===== src/rtl/serving_uart_tx.sv =====
// Transmit-only 8N1 UART on a Wishbone slave port: byte FIFO, serializer, status register.
// Optional interrupt output and enable bit built in with `define SERVING_UART_TX_IRQ_EN.
module serving_uart_tx #(
  parameter int CLK_DIV    = 868,
  parameter int FIFO_DEPTH = 4
) (
  input  logic        i_clk,
  input  logic        i_rst,
  input  logic        i_wb_adr,
  input  logic [31:0] i_wb_dat,
  input  logic [3:0]  i_wb_sel,
  input  logic        i_wb_we,
  input  logic        i_wb_stb,
  output logic [31:0] o_wb_rdt,
  output logic        o_wb_ack,
`ifdef SERVING_UART_TX_IRQ_EN
  output logic        o_irq,
`endif
  output logic        o_tx
);
  localparam int AW = $clog2(FIFO_DEPTH);
  localparam int CW = AW + 1;
  localparam logic [15:0] BAUD_LD = 16'(CLK_DIV - 1);

  typedef enum logic [1:0] {IDLE, START, DATA, STOP} state_t;

  logic [7:0]    mem_q [FIFO_DEPTH];
  logic [AW-1:0] wptr_q, rptr_q;
  logic [CW-1:0] cnt_q, cnt_d;
  logic          ovf_q, ovf_d;
  logic          ack_q;
  logic [31:0]   rdt_q, rdt_d, status_w;
  state_t        state_q;
  logic [15:0]   baud_q;
  logic [2:0]    bit_q;
  logic [7:0]    sh_q;
  logic          tx_q;
`ifdef SERVING_UART_TX_IRQ_EN
  logic          irq_en_q, irq_q;
`endif

  logic req, push_req, stat_rd, empty, full, bit_end, pop, push, busy;

  // Only the first strobe cycle is a request; the ack cycle must not repeat side effects.
  assign req      = i_wb_stb & ~ack_q;
  assign push_req = req & i_wb_we & ~i_wb_adr & i_wb_sel[0];
  assign stat_rd  = req & ~i_wb_we & i_wb_adr;
  assign empty    = (cnt_q == '0);
  assign full     = (cnt_q == CW'(FIFO_DEPTH));
  assign bit_end  = (baud_q == '0);
  assign busy     = (state_q != IDLE);
  assign pop      = ~empty & ((state_q == IDLE) | ((state_q == STOP) & bit_end));
  assign push     = push_req & (~full | pop);

  always_comb begin
    cnt_d = cnt_q + CW'(push) - CW'(pop);
    // A drop in the same cycle as a clearing read keeps the flag set.
    ovf_d = ovf_q;
    if (stat_rd)            ovf_d = 1'b0;
    if (push_req && !push)  ovf_d = 1'b1;
    status_w    = '0;
    status_w[0] = busy;
    status_w[1] = full;
    status_w[2] = empty;
    status_w[3] = ovf_q;
`ifdef SERVING_UART_TX_IRQ_EN
    status_w[4]       = irq_en_q;
    status_w[8 +: CW] = cnt_q;
`else
    status_w[4 +: CW] = cnt_q;
`endif
    rdt_d = stat_rd ? status_w : '0;
  end

  always_ff @(posedge i_clk) begin
    if (push) mem_q[wptr_q] <= i_wb_dat[7:0];
  end

  always_ff @(posedge i_clk) begin
    if (i_rst) begin
      ack_q  <= 1'b0;
      rdt_q  <= '0;
      ovf_q  <= 1'b0;
      cnt_q  <= '0;
      wptr_q <= '0;
      rptr_q <= '0;
    end else begin
      ack_q <= req;
      rdt_q <= rdt_d;
      ovf_q <= ovf_d;
      cnt_q <= cnt_d;
      if (push) wptr_q <= wptr_q + AW'(1);
      if (pop)  rptr_q <= rptr_q + AW'(1);
    end
  end

  always_ff @(posedge i_clk) begin
    if (i_rst) begin
      state_q <= IDLE;
      baud_q  <= '0;
      bit_q   <= '0;
      sh_q    <= '0;
      tx_q    <= 1'b1;
    end else begin
      case (state_q)
        IDLE: if (pop) begin
          sh_q    <= mem_q[rptr_q];
          baud_q  <= BAUD_LD;
          tx_q    <= 1'b0;
          state_q <= START;
        end
        START: if (bit_end) begin
          baud_q  <= BAUD_LD;
          bit_q   <= '0;
          tx_q    <= sh_q[0];
          state_q <= DATA;
        end else baud_q <= baud_q - 16'd1;
        DATA: if (bit_end) begin
          baud_q <= BAUD_LD;
          if (bit_q == 3'd7) begin
            tx_q    <= 1'b1;
            state_q <= STOP;
          end else begin
            bit_q <= bit_q + 3'd1;
            sh_q  <= sh_q >> 1;
            tx_q  <= sh_q[1];
          end
        end else baud_q <= baud_q - 16'd1;
        STOP: if (bit_end) begin
          // Back-to-back frames: the next start bit follows the stop bit directly.
          if (pop) begin
            sh_q    <= mem_q[rptr_q];
            baud_q  <= BAUD_LD;
            tx_q    <= 1'b0;
            state_q <= START;
          end else state_q <= IDLE;
        end else baud_q <= baud_q - 16'd1;
        default: state_q <= IDLE;
      endcase
    end
  end

`ifdef SERVING_UART_TX_IRQ_EN
  always_ff @(posedge i_clk) begin
    if (i_rst) begin
      irq_en_q <= 1'b0;
      irq_q    <= 1'b0;
    end else begin
      if (req && i_wb_we && i_wb_adr && i_wb_sel[0]) irq_en_q <= i_wb_dat[0];
      irq_q <= irq_en_q & empty & ~busy;
    end
  end
  assign o_irq = irq_q;
`endif

  assign o_wb_ack = ack_q;
  assign o_wb_rdt = rdt_q;
  assign o_tx     = tx_q;
endmodule


===== config.mk =====
export PLATFORM = sky130hd
export DESIGN_NAME = serving_uart_tx
export DESIGN_NICKNAME = d
export VERILOG_FILES = /design/src/rtl/serving_uart_tx.sv
export SDC_FILE = /design/constraint.sdc
export NUM_CORES = 1
export LEC_CHECK = 0
export ABC_AREA = 0
export ABC_CLOCK_PERIOD_IN_PS = 3000
export BUFFER_PORTS_ARGS = -buffer_cell sky130_fd_sc_hd__buf_2
export CORE_MARGIN = 5
export CORE_UTILIZATION = 42
export CTS_CLUSTER_SIZE = 28
export DETAILED_ROUTE_END_ITERATION = 7
export PLACE_DENSITY = 0.69
export SLEW_MARGIN = 0
export SYNTH_ARGS = -nofsm -noshare
export SYNTH_HDL_FRONTEND = slang
export SYNTH_SLANG_ARGS = --single-unit

===== constraint.sdc =====
create_clock -name i_clk -period 3 [get_ports i_clk]
set_clock_uncertainty 0.05 [all_clocks]
set_input_delay 0.3 -clock i_clk [delete_from_list [all_inputs] [get_ports i_clk]]
set_output_delay 0.3 -clock i_clk [all_outputs]
set_load 0.005 [all_outputs]

# After elaboration in Yosys (flattened, before gate mapping)
# Memories as Yosys holds them, arrays and structs flattened. A register that Yosys moved wholly into a read port is not among the register bits.
# Index checks and enable logic that the tools add are counted.
# Widths: inputs -> output; s select.
# totals
regBits,71
latchBits,0
ramBits,32
romBits,0
inputBits,41
output_inout_bits,34
elab_cells,94
mem_count,1
# op_classes
add_sub_neg,6
multipliers,0
div,0
n_lt_le_gt_ge,0
eq_ne,11
n_shift,0
n_mux,32
bitwise,17
n_reduce_logical,15
# memory_table
name,words,width,read_ports,rd_clocked_by_memory_dff,wr,line,rtl
mem_q,4,8,1,1,1,27,logic [7:0] mem_q [FIFO_DEPTH];
# op_table
operator,count
$mux 16,3
$pmux 16 s3,1
$mux 8,4
$pmux 8 s3,1
$logic_not 16->1,1
$sub 16x1->16 const B,1
$mux 2,7
$ne 2x2->1 const B,6
$mux 1,10
$and 1x1->1,9
$mux 3,3
$pmux 2 s4,1
$reduce_and 4->1,2
$eq 3x3->1 const B,2
$not 1->1,6
$pmux 3 s2,1
$reduce_bool 2->1,3
$reduce_and 5->1,1
$add 2x1->2 const B,2
$eq 2x2->1 const B,2
$pmux 1 s4,1
$reduce_or 2->1,2
$add 3x1->3,1
$add 3x1->3 const B,1
9 further kinds,10

# Longest topological paths before layout
# Gate-level depths: netlist of the first run.
# depth
word_depth,9
mapped_depth,13
depth_no_buf,12

# Worst setup path before layout of the first run
# No wires, ideal clock.
# synth_path
kind,reg2reg
from,register baud_q[0]
to,register cnt_q[2]
setup_ns,0.128
arrival_time_ns,2.535
setup_slack_ns,0.288
stages_incl_launch_ff,14
path_buffers,1
synth_period_minus_slack_ns,2.712
cell_sequence,dfxtp_1 -> inv_1 -> ha_1 -> nor3b_2 -> and3_1 -> a21o_1 -> buf_4 -> nand2_1 -> a21bo_1 -> ha_1 -> fa_1 -> xnor2_1 -> xnor2_1 -> nor2_1
# synth_via
elab_chain_len,8
# synth_lines
item,line,rtl
start: declaration,34,logic [15:0] baud_q;
start signal: assignment,117,end else baud_q <= baud_q - 16'd1;
start signal: assignment,128,end else baud_q <= baud_q - 16'd1;
start signal: assignment,137,end else baud_q <= baud_q - 16'd1;
$logic_not 16->1 *,50,assign bit_end = (baud_q == '0);
$and 1x1->1 *,52,assign pop = ~empty & ((state_q == IDLE) | ((state_q == STOP) & bit_end));
$or 1x1->1 *,52,
$and 1x1->1 *,52,
$or 1x1->1,53,assign push = push_req & (~full | pop);
$and 1x1->1,53,
$add 3x1->3,56,cnt_d = cnt_q + CW'(push) - CW'(pop);
$sub 3x1->3 *,56,
end signal: assignment,91,cnt_q <= cnt_d;
end: declaration,29,"logic [CW-1:0] cnt_q, cnt_d;"
# Mark *: on every way between the ends. The rest lies on a longest branch, timed or not.
# A chain may end at the register's enable or synchronous reset.

# Final worst setup path of the first run
# layout_path
from,register baud_q[1]
to,register cnt_q[2]
# Same word-level chain as after synthesis.

==> flow_metrics.env, run 1 <==
export IMPL_endpoint_kind="register"
export IMPL_htree_levels=3
export IMPL_rsz0062_at_grt="false"
export IMPL_synth_area_um2=4150
export IMPL_clkLatencyLatePin_ns=0.37
export IMPL_final_cell_mix="dfxtp_1 (47), edfxtp_1 (32), conb_1 (25), nor2_1 (24), buf_2 (22)"
export IMPL_clockBufferDepth=2
export IMPL_vias=2949
export IMPL_cts_made_buffers=9
export IMPL_arrival_ns=2.99
export IMPL_ant_nets=0
export IMPL_vias_per_cell=5.41
export IMPL_ys_types=72
export IMPL_first_global_vias=2930
export IMPL_powerDensity_nw_per_um2=954
export IMPL_die_h_um=109
export IMPL_cap_violations=0
export IMPL_ir_worst_vdd_uv=425
export IMPL_routed_wl_um=8230
export IMPL_syn_area_per_cell_um2=10.8
export IMPL_drive_gt1_frac=0.175
export IMPL_layout_area_seq_um2=1920
export IMPL_cts_clk_slew_worst_paths_ns=0.09
export IMPL_seq_area_frac_synth=0.463
export IMPL_multi_input_area_um2=1940
export IMPL_synthArstFlopShare=0
export IMPL_num_antenna_cells=0
export IMPL_fillCellCount=893
export IMPL_final_common_cell="dfxtp_1"
export IMPL_fmaxAchievable_ghz=0.358
export IMPL_cts_hold_buf=0
export IMPL_critPathMaxFanout=7
export IMPL_synth_enable_flop_cells=32
export IMPL_syn_inst=385
export IMPL_clockRootBuffer="clkbuf_8"
export IMPL_finalSetupViolCount=0
export IMPL_antenna_found_initial=0
export IMPL_period_needed_ns=2.79
export IMPL_dieArea_um2=12000
export IMPL_synthFlopType="dfxtp_1"
export IMPL_area_growth_pct=8.83
export IMPL_hp_class="in2reg"
export IMPL_drv_slew=0
export IMPL_gp_congestion=0.811
export IMPL_finalHoldViolations=0
export IMPL_setup_tns_ns=0
export IMPL_period_share=0.931
export IMPL_crit_type="reg2reg"
export IMPL_whs_ns=0.103
export IMPL_die_w_um=109
export IMPL_track_usage=0.146
export IMPL_io_pins=75
export IMPL_layout_nets=463
export IMPL_core_um2=9730
export IMPL_start_util=0.427
export IMPL_power_leakage_nw=1.67
export IMPL_clock_sinks=80
export IMPL_drtPass1Iterations=4
export IMPL_grt_overflow=0
export IMPL_grt_pass1_wl_um=13800
export IMPL_rows=36
export IMPL_post_route_drc_count=0
export IMPL_maxSlewHeadroom=0.321
export IMPL_hpwl_um=5810
export IMPL_io_buffers=22
export IMPL_ys_seq_elements=80
export IMPL_tightest_slew_ns=1.01
export IMPL_cts_tree="built"
export IMPL_grt_start_max_net_pins=32
export IMPL_drt_iter0_drc=174
export IMPL_cp_start_kind="register"
export IMPL_wl_per_cell_um=15.1
export IMPL_worstPathRequired_ns=3.20
export IMPL_status="finished clean"
export IMPL_yosys_warnings=0
-- registers in the layout (all words and copies together), names as in the netlist, named ones only --
signal    cells
sh_q          8
o_wb_ack      1
bit_q         3
o_tx          1
rptr_q        2
o_wb_rdt      7
wptr_q        2
baud_q       16
cnt_q         3
ovf_q         1
state_q       2
mem_q        32
-- what timing repair did --
item,CTS,global route
hold endpoints to repair,0,0
endpoints found under the setup margin,0,1
resized for setup,0,1
buffers inserted,0,0
-- cell usage after synthesis, types with 4 or more instances --
master,number,share of area
o21ai_1,7,0.0084
inv_1,19,0.017
nand3_1,18,0.022
buf_4,28,0.051
nand2_1,16,0.014
dfxtp_1,48,0.23
o22a_1,4,0.0084
clkbuf_1,9,0.0081
a311oi_1,4,0.0084
o21a_1,11,0.020
xnor2_1,4,0.0084
nor3_1,14,0.017
a21oi_1,13,0.016
o31ai_1,10,0.018
a31oi_1,6,0.0090
and2_1,11,0.017
o211ai_1,9,0.016
a22oi_1,4,0.0072
edfxtp_1,32,0.23
ha_1,14,0.042
nor2_1,24,0.022
mux4_2,8,0.043
o311ai_0,4,0.0084
-- stage by stage --
stage	total power [W]	instance area (um^2)	utilization	std cells	worst slack [ns]
floorplan	0.00299	4240	-	409	0.288
CTS	0.00431	4520	0.464	545	0.125
finish	0.00431	4520	0.464	545	0.206
detailed placement	0.00332	4270	0.439	529	0.151
global placement	0.00326	4270	0.439	529	0.218
global route	0.00460	4520	0.464	545	0.0643
-- metal layers --
| layer | GRT usage | share of wire | wire length, um |
|---|---|---|---|
| met1 | 0.181 | 0.45 | 3670 |
| met4 | 0.0650 | 0.014 | 117 |
| met3 | 0.0299 | 0.046 | 375 |
| met2 | 0.244 | 0.49 | 4060 |
| met5 | 0 | 0 | 0 |
-- worst max-delay path: stages, from the launching register on --
cell     delay (ns)
dfxtp_1        0.40
inv_1          0.06
ha_1           0.22
nor3b_2        0.19
and2_1         0.22
a21oi_2        0.22
a31oi_4        0.15
a21bo_1        0.22
ha_1           0.19
fa_1           0.38
xnor2_1        0.18
xnor2_1        0.14
nor2_1         0.05
-- cell families after synthesis --
family,share of synthesized area
muxes,0.0485
other,0.000903
xor gates and xnor gates,0.00844
AOI/OAI and AO/OA,0.179
DFF,0.463
and+or+nand+nor,0.162
buffers and inverters,0.0904
adders and majority gates,0.0470
-- power by group --
part / switching (W) / internal [W] / total (W)
clock network: 0.000432 / 0.000563 / 0.000994
registers: 0.000195 / 0.00129 / 0.00148
logic: 0.00107 / 0.000763 / 0.00183
-- area by class of cell --
class / count / area share
clock buffers: 9 / 0.0274
clock inverters: 7 / 0.0280
inverters: 19 / 0.0158
multi-input cells: 268 / 0.430
flip-flops and latches: 80 / 0.426
well taps: 133 / 0.0368
repair buffers: 29 / 0.0360
-- worst paths after layout --
check | startpoint | endpoint | slack (ns) | depth (start not counted)
setup / recovery | baud_q[1]$_SDFF_PP0_ | cnt_q[2]$_SDFF_PP0_ | 0.21 | 12
hold / removal | i_wb_dat[4] | mem_q[3][4]$_DFFE_PP_ | 0.10 | 1
hold reg to reg | ovf_q$_SDFFE_PP0P_ | ovf_q$_SDFFE_PP0P_ | 0.41 | 2
setup reg to reg | baud_q[1]$_SDFF_PP0_ | cnt_q[2]$_SDFF_PP0_ | 0.21 | 12
Power figures use the tool's default switching activity.
==> inputs of run 2 (changes only) <==
- CELL_PAD_IN_SITES_DETAIL_PLACEMENT: unset -> 1
- CELL_PAD_IN_SITES_GLOBAL_PLACEMENT: unset -> 2
- CORE_UTILIZATION: 42 -> 36
- PLACE_DENSITY: 0.69 -> 0.86
==> flow_metrics.env, run 2 (synthesis results as in run 1) <==
export IMPL_power_w=0.00448
export IMPL_drtPass1Iterations=4
export IMPL_ir_worst_vdd_uv=430
export IMPL_place_area_um2=4320
export IMPL_period_needed_ns=2.74
export IMPL_status="finished clean"
export IMPL_rsz0062_at_grt="false"
export IMPL_endpoint_kind="register"
export IMPL_critical_path_buf_inv_count=1
export IMPL_drt_iter0_drc=119
export IMPL_setup_tns_ns=0
export IMPL_worstPathRequired_ns=3.17
export IMPL_grt_start_max_net_pins=32
export IMPL_layout_nets=469
export IMPL_io_pins=75
export IMPL_power_leakage_nw=1.72
export IMPL_drv_slew=0
export IMPL_grt_pass1_wl_um=16500
export IMPL_htree_levels=3
export IMPL_cpPeakStageDelay_ns=0.38
export IMPL_vias=3039
export IMPL_arrival_ns=2.91
export IMPL_maxSlewHeadroom=0.272
export IMPL_largest_reg_flops=32
export IMPL_hp_class="in2reg"
export IMPL_fin_area_um2=4610
export IMPL_core_um2=11400
export IMPL_critPathTopFamily="adder cells"
export IMPL_final_cell_mix="dfxtp_1 (47), edfxtp_1 (32), conb_1 (25), nor2_1 (24), buf_2 (22)"
export IMPL_power_frac_clock=0.232
export IMPL_track_usage=0.146
export IMPL_cts_clk_slew_worst_paths_ns=0.06
export IMPL_cts_tree="built"
export IMPL_area_growth_pct=11.1
export IMPL_regMostFlops="mem_q"
export IMPL_hp_start="i_wb_dat[5]"
export IMPL_crit_chain="inv_1 -> ha_1 -> nor3b_2 -> and2_1 -> a21oi_4 -> a31oi_4 -> a21bo_1 -> ha_1 -> fa_1 -> xnor2_1 -> xnor2_1 -> nor2_1"
export IMPL_period_share=0.913
export IMPL_cp_start_kind="register"
export IMPL_vias_per_cell=5.42
export IMPL_p_comb_frac=0.438
export IMPL_cts_repair_resized=0
export IMPL_cts_setup_buffers=0
export IMPL_place_ws_ns=0.187
export IMPL_rows=39
export IMPL_r2r_cells=12
export IMPL_r2r_end="cnt_q[2]$_SDFF_PP0_"
export IMPL_powerDensity_nw_per_um2=972
export IMPL_die_h_um=117
export IMPL_critPathMaxFanout=7
export IMPL_setup_ws_ns=0.261
export IMPL_first_global_vias=3212
export IMPL_dieArea_um2=13800
export IMPL_p_seq_frac=0.331
export IMPL_routed_wl_um=9760
export IMPL_finalHoldViolations=0
export IMPL_r2r_start="baud_q[1]$_SDFF_PP0_"
export IMPL_worstHoldEndpoint="mem_q[3][5]$_DFFE_PP_"
export IMPL_crit_type="reg2reg"
export IMPL_clock_sinks=80
export IMPL_start_util=0.365
export IMPL_final_common_cell="dfxtp_1"
export IMPL_cts_hold_buf=0
export IMPL_ant_nets=0
export IMPL_wl_per_cell_um=17.4
export IMPL_cts_made_buffers=9
export IMPL_tightest_slew_ns=1.09
export IMPL_finalSetupViolCount=0
export IMPL_clkLatencyLatePin_ns=0.34
export IMPL_die_w_um=117
export IMPL_hpwl_um=6860
export IMPL_clockBufferDepth=2
export IMPL_clockRootBuffer="clkbuf_16"
export IMPL_drive_gt1_frac=0.184
export IMPL_switchingPower_w=0.00183
export IMPL_rrSetupSlack_ns=0.26
export IMPL_hold_depth=1
export IMPL_cap_violations=0
export IMPL_io_buffers=22
export IMPL_gp_congestion=0.783
export IMPL_num_antenna_cells=0
export IMPL_reg_largest_list="mem_q x32, baud_q x16, sh_q x8"
export IMPL_whs_ns=0.124
export IMPL_crit_slowest_cell="fa_1"
export IMPL_post_route_drc_count=0
export IMPL_grt_overflow=0
export IMPL_swShare=0.407
export IMPL_p_int_w=0.00266
export IMPL_fmaxAchievable_ghz=0.365
export IMPL_antenna_found_initial=0
==> run 2: cell type report <==
type | count | area, um^2
Fill cell | 1275 | 6760
Multi-Input combinational cell | 268 | 1950
Sequential cell | 80 | 1920
Clock buffer | 9 | 225
Timing Repair Buffer | 35 | 208
Tap cell | 143 | 179
Inverter | 19 | 71.3
Clock inverter | 7 | 53.8
==> run 2: worst register-to-register path, cell delays in order (launching register included) <==
cell and delay, ns:
dfxtp_2 0.36, inv_1 0.05, ha_1 0.22, nor3b_2 0.20, and2_1 0.24, a21oi_4 0.19, a31oi_4 0.15, a21bo_1 0.23
ha_1 0.19, fa_1 0.38, xnor2_1 0.18, xnor2_1 0.14, nor2_1 0.06
==> run 2: per-layer routing <==
layer	up-vias	share of wire	global-route usage
met5	-	0	0
met4	0	0.0099	0.0471
met3	7	0.040	0.0313
met2	59	0.49	0.243
met1	1509	0.46	0.188
li1	1464	-	-
==> run 2: how the worst max path moves through the flow <==
| stage | cells past startpoint | to | from |
|---|---|---|---|
| after floorplan | 13 | cnt_q[2]$_SDFF_PP0_ | baud_q[0]$_SDFF_PP0_ |
| after global placement | 12 | cnt_q[2]$_SDFF_PP0_ | baud_q[1]$_SDFF_PP0_ |
| after detailed placement | 12 | cnt_q[2]$_SDFF_PP0_ | baud_q[1]$_SDFF_PP0_ |
| final | 12 | cnt_q[2]$_SDFF_PP0_ | baud_q[1]$_SDFF_PP0_ |
| after global routing | 12 | cnt_q[2]$_SDFF_PP0_ | baud_q[1]$_SDFF_PP0_ |
| after CTS | 12 | cnt_q[2]$_SDFF_PP0_ | baud_q[1]$_SDFF_PP0_ |
==> run 2: power groups by stage <==
stage	registers [W]	logic (W)	clock network (W)
2_1_floorplan	0.00144	0.00155	0
3_3_place_gp	0.00149	0.00186	0
3_5_place_dp	0.00150	0.00194	0
4_1_cts	0.00148	0.00197	0.00106
5_1_grt	0.00151	0.00219	0.00111
6_report	0.00148	0.00196	0.00104
==> run 2: through the flow <==
| step | utilization | instances |
|---|---|---|
| 2_1_floorplan | - | 409 |
| 3_3_place_gp | 0.380 | 545 |
| 3_5_place_dp | 0.380 | 545 |
| 4_1_cts | 0.405 | 561 |
| 5_1_grt | 0.406 | 561 |
| 6_report | 0.406 | 561 |
==> inputs of run 3 (changes only) <==
- BUFFER_PORTS_ARGS: -buffer_cell sky130_fd_sc_hd__buf_2 -> -buffer_cell sky130_fd_sc_hd__buf_4
==> flow_metrics.env, run 3 (synthesis results as in run 1) <==
export IMPL_critPathTopFamily="adder cells"
export IMPL_drtPass1Iterations=4
export IMPL_htree_levels=3
export IMPL_final_common_cell="dfxtp_1"
export IMPL_maxSlewHeadroom=0.272
export IMPL_cp_start_kind="register"
export IMPL_crit_start="baud_q[1]$_SDFF_PP0_"
export IMPL_clockRootBuffer="clkbuf_16"
export IMPL_crit_slowest_cell="dfxtp_1"
export IMPL_crit_chain="inv_1 -> ha_1 -> nor3b_2 -> and2_1 -> a21oi_2 -> a31oi_4 -> a21bo_1 -> ha_1 -> fa_1 -> xnor2_1 -> xnor2_1 -> nor2_1"
export IMPL_rrSetupSlack_ns=0.18
export IMPL_critical_path_buf_inv_count=1
export IMPL_r2r_start="baud_q[1]$_SDFF_PP0_"
export IMPL_layout_nets=468
export IMPL_period_share=0.939
export IMPL_final_cell_mix="dfxtp_1 (48), buf_4 (34), edfxtp_1 (32), conb_1 (25), nor2_1 (24)"
export IMPL_hpwl_um=6760
export IMPL_period_needed_ns=2.82
export IMPL_num_antenna_cells=0
export IMPL_dieArea_um2=13800
export IMPL_finalSetupViolCount=0
export IMPL_cts_repair_resized=0
export IMPL_rows=39
export IMPL_place_ws_ns=0.200
export IMPL_drt_iter0_drc=121
export IMPL_clkLatencyLatePin_ns=0.34
export IMPL_io_pins=75
export IMPL_grt_overflow=0
export IMPL_endpoint="cnt_q[2]$_SDFF_PP0_"
export IMPL_clockBufferDepth=2
export IMPL_die_h_um=117
export IMPL_first_global_vias=3122
export IMPL_critPathMaxFanout=7
export IMPL_regMostFlops="mem_q"
export IMPL_area_growth_pct=12.8
export IMPL_grt_start_max_net_pins=33
export IMPL_largest_reg_flops=32
export IMPL_cts_tree="built"
export IMPL_vias_per_cell=5.41
export IMPL_finalHoldViolations=0
export IMPL_hp_class="in2reg"
export IMPL_r2r_cells=12
export IMPL_power_leakage_nw=1.73
export IMPL_vias=3031
export IMPL_endpoint_kind="register"
export IMPL_ant_nets=0
export IMPL_multi_input_area_um2=1940
export IMPL_post_route_drc_count=0
export IMPL_fillCellCount=1256
export IMPL_status="finished clean"
export IMPL_tightest_slew_ns=1.09
export IMPL_setup_ws_ns=0.184
export IMPL_cts_clk_slew_worst_paths_ns=0.07
export IMPL_grt_pass1_wl_um=15900
export IMPL_fmaxAchievable_ghz=0.355
export IMPL_gp_congestion=0.821
export IMPL_wl_per_cell_um=17.1
export IMPL_cts_hold_buf=0
export IMPL_whs_ns=0.110
export IMPL_ir_worst_vdd_uv=395
export IMPL_drive_gt1_frac=0.182
export IMPL_cts_setup_buffers=0
export IMPL_cpPeakStageDelay_ns=0.40
export IMPL_cap_violations=0
export IMPL_track_usage=0.139
export IMPL_cts_made_buffers=9
export IMPL_worstPathRequired_ns=3.17
export IMPL_drv_slew=0
export IMPL_crit_type="reg2reg"
export IMPL_routed_wl_um=9560
export IMPL_antenna_found_initial=0
export IMPL_cp_depth=12
export IMPL_clock_sinks=80
export IMPL_start_util=0.365
export IMPL_core_um2=11400
export IMPL_power_w=0.00458
export IMPL_arrival_ns=2.99
export IMPL_setup_tns_ns=0
export IMPL_layout_area_seq_um2=1920
export IMPL_rsz0062_at_grt="false"
export IMPL_reg_largest_list="mem_q x32, baud_q x16, sh_q x8"
export IMPL_r2r_end="cnt_q[2]$_SDFF_PP0_"
export IMPL_die_w_um=117
export IMPL_io_buffers=22
export IMPL_powerDensity_nw_per_um2=978
-- run 3: worst min path at each step --
stage                       startpoint               endpoint  depth (start not counted)
floorplan                  i_wb_dat[0]  mem_q[0][0]$_DFFE_PP_                          0
global placement    ovf_q$_SDFFE_PP0P_     ovf_q$_SDFFE_PP0P_                          2
detailed placement  ovf_q$_SDFFE_PP0P_     ovf_q$_SDFFE_PP0P_                          2
CTS                        i_wb_dat[5]  mem_q[2][5]$_DFFE_PP_                          1
global route               i_wb_dat[4]  mem_q[1][4]$_DFFE_PP_                          1
finish                     i_wb_dat[6]  mem_q[1][6]$_DFFE_PP_                          1
-- run 3: through the flow --
stage,instance area (um^2),cells,util
global placement,4370,544,0.385
finish,4680,560,0.412
floorplan,4240,409,-
detailed placement,4370,544,0.385
CTS,4680,560,0.412
global route,4680,560,0.412
-- run 3: layer usage --
layer | vias to the layer above | track usage | share of wire
li1 | 1449 | - | -
met1 | 1529 | 0.182 | 0.48
met2 | 48 | 0.228 | 0.48
met3 | 5 | 0.0265 | 0.033
met4 | 0 | 0.0508 | 0.0062
met5 | - | 0 | 0
-- run 3: layout make-up --
type                       instances  share of cell area
clock buffer                       9              0.0481
timing repair buffer              34              0.0545
sequential                        80               0.410
clock inverter                     7              0.0182
tap                              143              0.0382
inverter                          19              0.0152
multi-input combinational        268               0.415
-- run 3: power breakdown --
group	internal [W]	leakage (nW)	total [W]	switching [W]
combinational	0.000799	0.906	0.00195	0.00115
clock	0.000663	0.146	0.00116	0.000493
sequential	0.00129	0.681	0.00148	0.000186
-- run 3: worst register-to-register path, delay by kind of cell (launching register included) --
kind / cells / cell delay [ns]
xor+xnor: 2 / 0.31
fa+ha+maj: 3 / 0.78
simple gates: 3 / 0.48
compound gates: 3 / 0.62
flops: 1 / 0.40
buf+inv: 1 / 0.07
